$ cat config.mk
export PLATFORM = sky130hd
export DESIGN_NAME = seg_scan_controller
export DESIGN_NICKNAME = d
export VERILOG_FILES = /design/src/rtl/seg_scan_controller.sv
export SDC_FILE = /design/constraint.sdc
export NUM_CORES = 1
export LEC_CHECK = 0
export BUFFER_PORTS_ARGS = -buffer_cell sky130_fd_sc_hd__buf_2
export CORE_UTILIZATION = 30
export CTS_CLUSTER_DIAMETER = 30
export DETAILED_ROUTE_END_ITERATION = 8
export GPL_ROUTABILITY_DRIVEN = 0
export MAX_ROUTING_LAYER = met4
export PLACE_DENSITY = 0.51
export SLEW_MARGIN = 20
export SYNTH_ARGS = -nofsm -noshare
export SYNTH_HDL_FRONTEND = slang
export SYNTH_SLANG_ARGS = --single-unit
$ cat constraint.sdc
create_clock -name clk -period 4.51 [get_ports clk]
set_input_delay 1.353 -clock clk [delete_from_list [all_inputs] [get_ports clk]]
set_output_delay 1.353 -clock clk [all_outputs]
set_load 0.005 [all_outputs]
$ cat src/rtl/seg_scan_controller.sv
// Eight-digit seven-segment scan controller: digit register file, dwell timer
// and enable-mask-aware digit rotation feeding an external hex decoder.
module seg_scan_controller #(
  parameter int unsigned REFRESH_DIV = 100000
) (
  input  logic       clk,
  input  logic       rst_n,
  input  logic       wr_en,
  input  logic [2:0] wr_addr,
  input  logic [3:0] wr_data,
  input  logic       wr_dp,
  input  logic [7:0] digit_en,
  output logic [3:0] c,
  output logic [2:0] s,
  output logic       dpoint,
  output logic       blank,
  output logic       frame_tick
);

  localparam logic [23:0] LAST = 24'(REFRESH_DIV - 1);

  logic [3:0]  val [8];
  logic [7:0]  dps;
  logic [23:0] cnt, cnt_next;
  logic [2:0]  nxt, idx, s_next;
  logic        found, any_en, advance, wrap, c_byp;
  logic [3:0]  c_next;
  logic        dp_next;

  // Nearest enabled index above s (mod 8); stays on s when no other is enabled.
  always_comb begin
    nxt   = s;
    idx   = '0;
    found = 1'b0;
    for (int unsigned k = 1; k < 8; k++) begin
      idx = s + 3'(k);
      if (!found && digit_en[idx]) begin
        nxt   = idx;
        found = 1'b1;
      end
    end
  end

  always_comb begin
    any_en   = |digit_en;
    advance  = any_en && ((cnt == LAST) || !digit_en[s]);
    s_next   = advance ? nxt : s;
    wrap     = advance && (nxt <= s);
    cnt_next = (!any_en || advance) ? '0 : cnt + 24'd1;
    c_byp    = wr_en && (wr_addr == s_next);
    c_next   = c_byp ? wr_data : val[s_next];
    dp_next  = c_byp ? wr_dp : dps[s_next];
  end

  always_ff @(posedge clk or negedge rst_n) begin
    if (!rst_n) begin
      for (int unsigned i = 0; i < 8; i++) val[i] <= '0;
      dps <= '0;
    end else if (wr_en) begin
      val[wr_addr] <= wr_data;
      dps[wr_addr] <= wr_dp;
    end
  end

  always_ff @(posedge clk or negedge rst_n) begin
    if (!rst_n) begin
      cnt        <= '0;
      s          <= '0;
      c          <= '0;
      dpoint     <= 1'b0;
      blank      <= 1'b0;
      frame_tick <= 1'b0;
    end else begin
      cnt        <= cnt_next;
      s          <= s_next;
      c          <= c_next;
      dpoint     <= dp_next;
      blank      <= !any_en;
      frame_tick <= wrap;
    end
  end

endmodule

==> run summary, run 1 <==
Nets = 496
Initial antenna violation count = 0
Mapped Area = 4650 um2
Period utilisation layout = 93.3%
Reg area = 1850 um2
Core ar. = 15100 um2
Design Area, Final = 5480 um2
Post-synth EDFFs = 0
Area used by multi-input combinational logic = 2620 um2
Reg clk slew, reported paths = 0.06 ns
Part of the power in registers = 18.4%
Clock sinks = 74
P&R area growth vs syn = 17.9%
Startpoint types = input port
CP max stage delay = 0.55 ns
DP Area = 5120 um2
Clock power frac = 15.5%
Hold Worst Slack = 0.490 ns
CTS tree = yes
IR drop worst, VDD = 0.287 mV
HP Class = reg -> reg
Pleak = 2.34 nW
Clock skew = 0.00915 ns
Total wire length = 10700 um
Synthesis-stage register bit count = 74
Die width = 127 um
Max Fclk = 238 MHz
Max-cap violation count = 0
Seq/Total Area, Yosys = 39.8%
Ant. Diodes = 0
Ys Warns = 0
Setup violators final = 0
Vias in the first global route = 3428
CTS HTree Levels = 3
Fin crit period = 4.21 ns
Total gr overflow = 0
Status = finished, final reports clean
Synth Net Count = 450
Overall power = 4.86 mW
Slew headroom = 37.6%
Combinational share of power = 66.1%
Internal power = 2.88 mW
Cells after Synth = 425
Crit-path slowest cell = or4_4
Antenna-violating nets left = 0
DRC = 0
WP data arrival = 4.42 ns
CP cell instances = buf_2, buf_4, and4b_1, or4_4, nor2_4, nor2_2, a2111oi_2, o22ai_1, o311ai_2, buf_12, xnor2_1, nand4_2, mux2_4
Top cell type's share of synthesized area = 39.8%
CP endpoint kind = register
Root buffer cell = clkbuf_16
Max FO, Critical Path = 20
WL/cell = 16.1 um
Final Hold Vio Count = 0
Die area = 16000 um2
TritonCTS buffer count = 9
Final Slew Violations = 0
Async S/R FF share, synth = 100%
Fraction of layout cells with a size suffix above 1 = 31.2%
DRT iter0 DRCs = 258
Syn Area/Cell = 10.9 um2
Number of port buffers = 28
PnR worst setup slack = 0.303 ns
Largest delay share family, worst path = simple AND/OR/NAND/NOR gates
Clock Latency Late Sink = 0.33 ns
Power Dens Cells = 886 nW/um2
Post-Route Utilization = 36.2%
Worst path bufs/invs = 3
Cell variety after synth = 66
Dpl hpwl = 7580 um
Synth area leader = dfrtp_1
Largest net degree at the start of global routing = 75
Starting Density = 30.7%
Sw Ratio = 40.8%
Worst slew pin tran = 0.937 ns
CP Class = in -> reg
Floorplan row count = 45
Chip height = 127 um
Via Count = 3500
Total GRT Usage = 14.5%
DR pass1 iterations = 6
Top cells by area, synth = dfrtp_1, mux2_2, mux2i_1
First-pass GRT wire length = 17800 um
Via/cell ratio = 5.28
CTS Buffer Depth = 2
Fillers = 1497
NetSw = 1.98 mW
Post-synth top flop = dfrtp_1
Dpl ws = -0.148 ns
WP data required = 4.72 ns
Top-Level Pins = 29
RSZ-0062 raised after global routing = no
==> through the flow <==
stage	TNS [ns]	cells
2_1_floorplan	0	425
3_3_place_gp	-0.266	643
3_5_place_dp	-0.499	643
4_1_cts	0	658
5_1_grt	0	663
6_report	0	663
==> registers in the layout (all words and copies together) (netlist names) <==
signal and count:
dps 8, val 32, blank 1, s 3, dpoint 1, frame_tick 1, c 4, cnt 24
==> layout by cell type, fill, tap and decap left out, drive strengths merged, types with 4 or more instances in the layout <==
| master | instances |
|---|---|
| nor3 | 9 |
| nor3b | 4 |
| nand2 | 18 |
| nor2 | 32 |
| nor2b | 11 |
| xor2 | 16 |
| nand4 | 10 |
| nand3 | 11 |
| o21ai | 8 |
| buf | 58 |
| or3 | 4 |
| a2111oi | 9 |
| mux4 | 7 |
| mux2 | 50 |
| inv | 10 |
| a211oi | 5 |
| clkbuf | 9 |
| and2 | 5 |
| xnor2 | 9 |
| and3 | 13 |
| mux2i | 29 |
| dfrtp | 74 |
| nor4 | 10 |
| a21oi | 12 |
| nand4b | 4 |
| ha | 6 |
| a31oi | 4 |
==> power groups by stage <==
stage,Sequential (mW),Clock (mW),Combinational (mW)
after global placement,0.906,0,2.98
after global routing,0.909,0.804,3.52
after detailed placement,0.904,0,3.02
after floorplan,0.880,0,2.25
final,0.893,0.752,3.21
after CTS,0.894,0.775,3.05
==> logic make-up after synthesis <==
group / after synthesis / share of synthesized area [%]
simple gates: 144 / 18.2
mux: 86 / 21.9
flops: 74 / 39.8
compound gates: 57 / 9.55
buf+inv: 33 / 3.93
xor+xnor: 25 / 5.03
fa+ha+maj: 6 / 1.61
==> layer usage <==
metal / vias to the layer above / track usage, % / routed length, um
met5: - / - / 0
met4: 0 / 6.31 / 225
met3: 20 / 2.57 / 359
met2: 63 / 22.5 / 4960
met1: 1739 / 18.6 / 5130
li1: 1678 / - / -
==> cells in the mapped netlist, types with 9 or more instances <==
library cell / number
and3_1: 13
mux2_2: 47
mux2i_1: 29
nand3_1: 11
nand2_1: 17
nor4_1: 9
dfrtp_1: 74
nand4_1: 9
xor2_1: 16
nor2_1: 29
nor2b_1: 11
a21oi_1: 12
==> worst register-to-register path, cell delays in order, from the launching register on <==
cell and delay, ns:
dfrtp_1 0.38, inv_1 0.12, ha_1 0.65, mux2_2 0.43
nor3_2 0.22, a221o_1 0.23, buf_4 0.14, nand4b_1 0.18
nor3b_2 0.39, o21ai_1 0.18, o311ai_2 0.14, buf_12 0.20
xnor2_1 0.14, nand4_2 0.25, mux2_4 0.37
==> path summary, 6_finish.rpt <==
| kind | startpoint | endpoint | slack [ns] | depth (start not counted) |
|---|---|---|---|---|
| min in group asynchronous | rst_n | blank | 1.14 | 1 |
| max in group asynchronous | rst_n | cnt[4] | 2.73 | 1 |
| worst max register to register | s[0] | c[2] | 0.38 | 14 |
| worst max-delay path | digit_en[1] | c[2] | 0.30 | 13 |
| worst min register to register | cnt[0] | cnt[0] | 0.49 | 1 |
| worst min-delay path | cnt[0] | cnt[0] | 0.49 | 1 |
==> area by class of cell <==
cell class	count	area share [%]
inverter	10	0.684
timing repair buffer	58	7.62
multi-input combinational	318	47.8
sequential	74	33.8
clock buffer	9	4.11
clock inverter	6	1.69
tap	188	4.29
==> timing repair <==
| item | in CTS | in global routing |
|---|---|---|
| hold buffers | 0 | 0 |
| gates resized for setup | 0 | 0 |
| endpoints found under the setup margin | 0 | 5 |
| buffers inserted | 0 | 5 |
Power figures use the tool's default switching activity.
==> run 2, diff against run 1 <==
--- a/config.mk
+++ b/config.mk
@@ -10,8 +10,8 @@
 export CTS_CLUSTER_DIAMETER = 30
 export DETAILED_ROUTE_END_ITERATION = 8
 export GPL_ROUTABILITY_DRIVEN = 0
-export MAX_ROUTING_LAYER = met4
 export PLACE_DENSITY = 0.51
+export SKIP_LAST_GASP = 1
 export SLEW_MARGIN = 20
 export SYNTH_ARGS = -nofsm -noshare
 export SYNTH_HDL_FRONTEND = slang
==> constraint.sdc (replaced) <==
create_clock -name clk -period 4.51 [get_ports clk]
set_input_delay 1.353 -clock clk [delete_from_list [all_inputs] [get_ports clk]]
set_output_delay 1.353 -clock clk [all_outputs]
set_load 0.1 [all_outputs]
==> run summary, run 2 (same netlist as run 1, synthesis figures left out) <==
CTS Buffer Depth = 2 (unchanged)
Max reg flops = 32 (unchanged)
RSZ-0062 raised after global routing = no
Initial antenna violation count = 0 (unchanged)
HP Class = reg -> reg
Largest register by flop count = val
Max-cap violation count = 0 (unchanged)
Hold path startpoint = cnt[0]
Total gr overflow = 0 (unchanged)
Placed Cells = 628 (-2.3%)
Starting Density = 30.7% (unchanged)
Total wire length = 10700 um (+0.45%)
Period utilisation layout = 93.0% (-0.31 points)
Clock skew = 0.00844 ns (-0.000713 ns)
Via/cell ratio = 5.26 (-0.40%)
Die area = 16000 um2 (unchanged)
Final Hold Vio Count = 0 (unchanged)
Resize count post-CTS = 0 (unchanged)
CP endpoint kind = register
DRC = 0 (unchanged)
R2R Path Start = s[1]
Antenna-violating nets left = 0 (unchanged)
Max Fclk = 239 MHz (+0.34%)
CTS tree = yes
CTS HTree Levels = 3 (unchanged)
Chip height = 127 um (unchanged)
DR pass1 iterations = 4 (-2)
Reg2reg end = c[2]
Reg clk slew, reported paths = 0.06 ns (about the same)
Worst slew pin tran = 1.02 ns (+0.0810 ns)
Nets = 476 (-4.0%)
Floorplan row count = 45 (unchanged)
Area used by multi-input combinational logic = 2620 um2 (unchanged)
Status = finished, final reports clean
Most common cell after layout, fill and taps aside = dfrtp_1
WL/cell = 16.7 um (+3.4%)
Final Slew Violations = 0 (unchanged)
CP Class = in -> reg
Reg area = 1850 um2 (about the same)
PnR worst setup slack = 0.317 ns (+0.0141 ns)
Fillers = 1476 (-1.4%)
R2R setup slack = 0.38 ns (about the same)
Ant. Diodes = 0 (unchanged)
Hold path depth = 1 (unchanged)
Startpoint types = input port
CTS Hold Bufs = 0 (unchanged)
WP data required = 4.73 ns (about the same)
P&R area growth vs syn = 13.4%
Dpl ws = 0.0537 ns (+0.202 ns)
Number of port buffers = 28 (unchanged)
Total GRT Usage = 14.3% (-0.17 points)
Setup TNS = 0 ns (unchanged)
First-pass GRT wire length = 18100 um (+1.8%)
TritonCTS buffer count = 9 (unchanged)
Fraction of layout cells with a size suffix above 1 = 27.6% (-3.5 points)
Via Count = 3386 (-3.3%)
Die width = 127 um (unchanged)
Finished Layout Cells = 644 (-2.9%)
Largest regs = val x32, cnt x24, dps x8
Setup violators final = 0 (unchanged)
Max FO, Critical Path = 11 (-45%)
Vias in the first global route = 3465 (+1.1%)
Largest net degree at the start of global routing = 75 (unchanged)
DRT iter0 DRCs = 217 (-16%)
Top-Level Pins = 29 (unchanged)
Fin crit period = 4.19 ns (-0.0141 ns)
WP data arrival = 4.41 ns (about the same)
Core ar. = 15100 um2 (unchanged)
Dpl hpwl = 7480 um (-1.4%)
Slew headroom = 31.6% (-5.9 points)
Worst r2r path cells = 13 (-1)
Leading cell types in the layout, fill and taps excluded = dfrtp_1, mux2_2, mux2i_1, nor2_1, buf_2
Clock sinks = 74 (unchanged)
Post-CTS Setup Bufs = 0 (unchanged)
Clock Latency Late Sink = 0.33 ns (about the same)
Worst Hold End = cnt[0]
Root buffer cell = clkbuf_16
-- run 2: cell types whose count changed in the layout (fill, tap and decap cells not counted) --
cell / before / now
clkinvlp_4: 2 / 0
clkbuf_1: 0 / 4
buf_12: 4 / 2
dfrtp_1: 74 / 73
clkinv_2: 0 / 2
bufinv_16: 2 / 1
clkinv_4: 2 / 0
buf_4: 27 / 9
dfrtp_2: 0 / 1
-- run 2: cell type report --
| cell class | instances | share of cell area, % |
|---|---|---|
| Inverter | 10 | 0.712 |
| Clock buffer | 13 | 4.56 |
| Tap cell | 188 | 4.46 |
| Clock inverter | 3 | 0.759 |
| Sequential cell | 74 | 35.1 |
| Multi-Input combinational cell | 318 | 49.8 |
| Timing Repair Buffer | 38 | 4.60 |
-- run 2: worst max path at each step --
stage / start / slack (ns) / to
final: digit_en[4] / 0.32 / c[0]
after global routing: s[1] / 0.02 / c[3]
after CTS: digit_en[4] / 0.40 / c[0]
after detailed placement: digit_en[4] / 0.05 / c[0]
after global placement: digit_en[4] / 0.18 / c[2]
after floorplan: s[0] / 0.11 / c[2]
-- run 2: critical path, cell delays in order --
cell       delay, ns
buf_2           0.15
mux4_2          0.52
mux2i_1         0.35
o22ai_1         0.14
a221o_1         0.38
o21ai_1         0.13
a211oi_1        0.16
nor2_4          0.26
inv_2           0.15
a2111oi_0       0.43
nor4_1          0.11
mux2_2          0.28
-- run 2: metrics by stage --
step / utilization (%) / area (um2) / hold slack (ns)
floorplan: - / 4650 / 0.447
CTS: 34.8 / 5270 / 0.496
detailed placement: 33.0 / 4990 / 0.488
global placement: 33.0 / 4990 / 0.480
finish: 34.8 / 5270 / 0.488
global route: 34.8 / 5270 / 0.512
-- run 2: metal layers --
layer | global-route usage [%] | up-vias | share of wire [%] | routed length (um)
li1 | - | 1643 | - | -
met1 | 19.7 | 1674 | 50 | 5330
met2 | 22.3 | 57 | 46 | 4900
met3 | 2.61 | 12 | 3.0 | 322
met4 | 5.67 | 0 | 1.6 | 167
met5 | 0 | - | 0 | 0
Power of run 2 is left out: the tool's default activity adds up to more than one toggle a clock period on the data nets, which glitch-free logic cannot reach.
==> run 3, diff against run 2 <==
--- a/config.mk
+++ b/config.mk
@@ -6,6 +6,7 @@
 export NUM_CORES = 1
 export LEC_CHECK = 0
 export BUFFER_PORTS_ARGS = -buffer_cell sky130_fd_sc_hd__buf_2
+export CORE_MARGIN = 4
 export CORE_UTILIZATION = 30
 export CTS_CLUSTER_DIAMETER = 30
 export DETAILED_ROUTE_END_ITERATION = 8
==> constraint.sdc (replaced) <==
create_clock -name clk -period 5.3 [get_ports clk]
set_input_delay 1.59 -clock clk [delete_from_list [all_inputs] [get_ports clk]]
set_output_delay 1.59 -clock clk [all_outputs]
set_load 0.1 [all_outputs]
==> run summary, run 3 (same netlist as run 1, synthesis figures left out) <==
Status = finished, final reports clean
Period utilisation layout = 89.7%
P&R area growth vs syn = 13.3% (about the same)
Top-Level Pins = 29 (unchanged)
WP data required = 5.51 ns (+0.78 ns)
Chip height = 133 um (+4.7%)
RSZ-0062 raised after global routing = no
CTS Hold Bufs = 0 (unchanged)
Starting Density = 30.6% (-0.11 points)
Resize count post-CTS = 0 (unchanged)
Finished Layout Cells = 641 (-0.47%)
Reg clk slew, reported paths = 0.06 ns (about the same)
Hold Worst Slack = 0.481 ns (-0.00633 ns)
Antenna-violating nets left = 0 (unchanged)
Max reg flops = 32 (unchanged)
CP Class = in -> reg
Die area = 17600 um2 (+9.7%)
Total wire length = 10300 um (-4.1%)
DR pass1 iterations = 4 (unchanged)
R2R setup slack = 0.90 ns (+0.52 ns)
Clock skew = 0.00688 ns (-0.00156 ns)
Worst Setup EP = dpoint
Startpoint types = input port
TritonCTS buffer count = 9 (unchanged)
Slew headroom = 29.4% (-2.3 points)
Nets = 474 (-0.42%)
Post-CTS Setup Bufs = 0 (unchanged)
Setup violators final = 0 (unchanged)
Final Hold Vio Count = 0 (unchanged)
Fraction of layout cells with a size suffix above 1 = 27.6% (-0.038 points)
Vias in the first global route = 3329 (-3.9%)
Largest net degree at the start of global routing = 75 (unchanged)
CTS Buffer Depth = 2 (unchanged)
Levels on crit path = 12 (unchanged)
Clock Latency Late Sink = 0.33 ns (about the same)
Crit path from = digit_en[4]
CTS HTree Levels = 3 (unchanged)
Total gr overflow = 0 (unchanged)
Most common cell after layout, fill and taps aside = dfrtp_1
Fillers = 1519 (+2.9%)
Crit-path slowest cell = a211oi_4
DRC = 0 (unchanged)
R2R Path Start = s[0]
Worst path bufs/invs = 2 (unchanged)
Worst r2r path cells = 12 (-1)
CP cell instances = buf_2, mux4_2, mux2i_1, a31oi_1, o21ai_1, nor3b_1, a211oi_4, buf_4, nor2b_1, a2111oi_0, nor4_1, mux2_2
Final Slew Violations = 0 (unchanged)
Setup TNS = 0 ns (unchanged)
Max FO, Critical Path = 17 (+6)
Via/cell ratio = 5.26 (+0.11%)
Worst slew pin tran = 1.05 ns (+0.0341 ns)
Ant. Diodes = 0 (unchanged)
Fin crit period = 4.75 ns
Floorplan row count = 45 (unchanged)
Largest delay share family, worst path = compound AO/OA/AOI/OAI gates
Placed Cells = 626 (-0.32%)
Reg area = 1850 um2 (about the same)
WP data arrival = 4.97 ns (+0.56 ns)
CP max stage delay = 0.70 ns (+0.18 ns)
Hold path depth = 1 (unchanged)
Dpl hpwl = 7310 um (-2.2%)
Reg2reg end = dpoint
Largest regs = val x32, cnt x24, dps x8
Initial antenna violation count = 0 (unchanged)
Via Count = 3374 (-0.35%)
Die width = 133 um (+4.7%)
Total GRT Usage = 12.0% (-2.4 points)
CTS tree = yes
Clock sinks = 74 (unchanged)
WL/cell = 16.0 um (-3.7%)
Root buffer cell = clkbuf_16
CP endpoint kind = register
Number of port buffers = 28 (unchanged)
HP Class = reg -> reg
Core ar. = 15200 um2 (+0.37%)
First-pass GRT wire length = 17200 um (-5.4%)
DRT iter0 DRCs = 202 (-6.9%)
Area used by multi-input combinational logic = 2620 um2 (unchanged)
Leading cell types in the layout, fill and taps excluded = dfrtp_1, mux2_2, mux2i_1, nor2_1, buf_2
Max Fclk = 210 MHz
Max-cap violation count = 0 (unchanged)
Largest register by flop count = val
## run 3: changes by cell type in the layout (fill, tap and decap cells not counted), sizes merged
cell	before	now
clkbuf	13	11
clkinvlp	0	1
bufinv	1	2
buf	38	36
clkinv	2	1
## run 3: cell type report
type                       count  share of cell area [%]
tap                          188                    4.46
sequential                    74                    35.1
timing repair buffer          36                    3.85
clock inverter                 4                    1.45
multi-input combinational    318                    49.8
clock buffer                  11                    4.61
inverter                      10                   0.712
## run 3: worst min-delay path by stage
stage	startpoint	to	slack (ns)
after floorplan	cnt[0]	cnt[0]	0.45
after global placement	dps[3]	dps[3]	0.48
after detailed placement	cnt[0]	cnt[0]	0.48
after CTS	cnt[0]	cnt[0]	0.49
after global routing	dps[3]	dps[3]	0.52
final	cnt[0]	cnt[0]	0.48
## run 3: routing by layer
| layer | track usage, % | part of all wire, % | wire length [um] | up-vias |
|---|---|---|---|---|
| met4 | 3.52 | 1.1 | 110 | 0 |
| met1 | 16.1 | 47 | 4850 | 1665 |
| met3 | 3.16 | 4.8 | 490 | 8 |
| met2 | 19.0 | 47 | 4830 | 71 |
| li1 | - | - | - | 1630 |
| met5 | 0 | 0 | 0 | - |
## run 3: per-stage QoR
step	cell area (um2)	setup slack [ns]	utilization, %
2_1_floorplan	4650	0.591	-
4_1_cts	5270	0.548	34.7
5_1_grt	5270	0.325	34.7
6_report	5270	0.548	34.7
3_3_place_gp	4950	0.272	32.6
3_5_place_dp	4950	0.212	32.6
Power of run 3 is left out for the same reason.
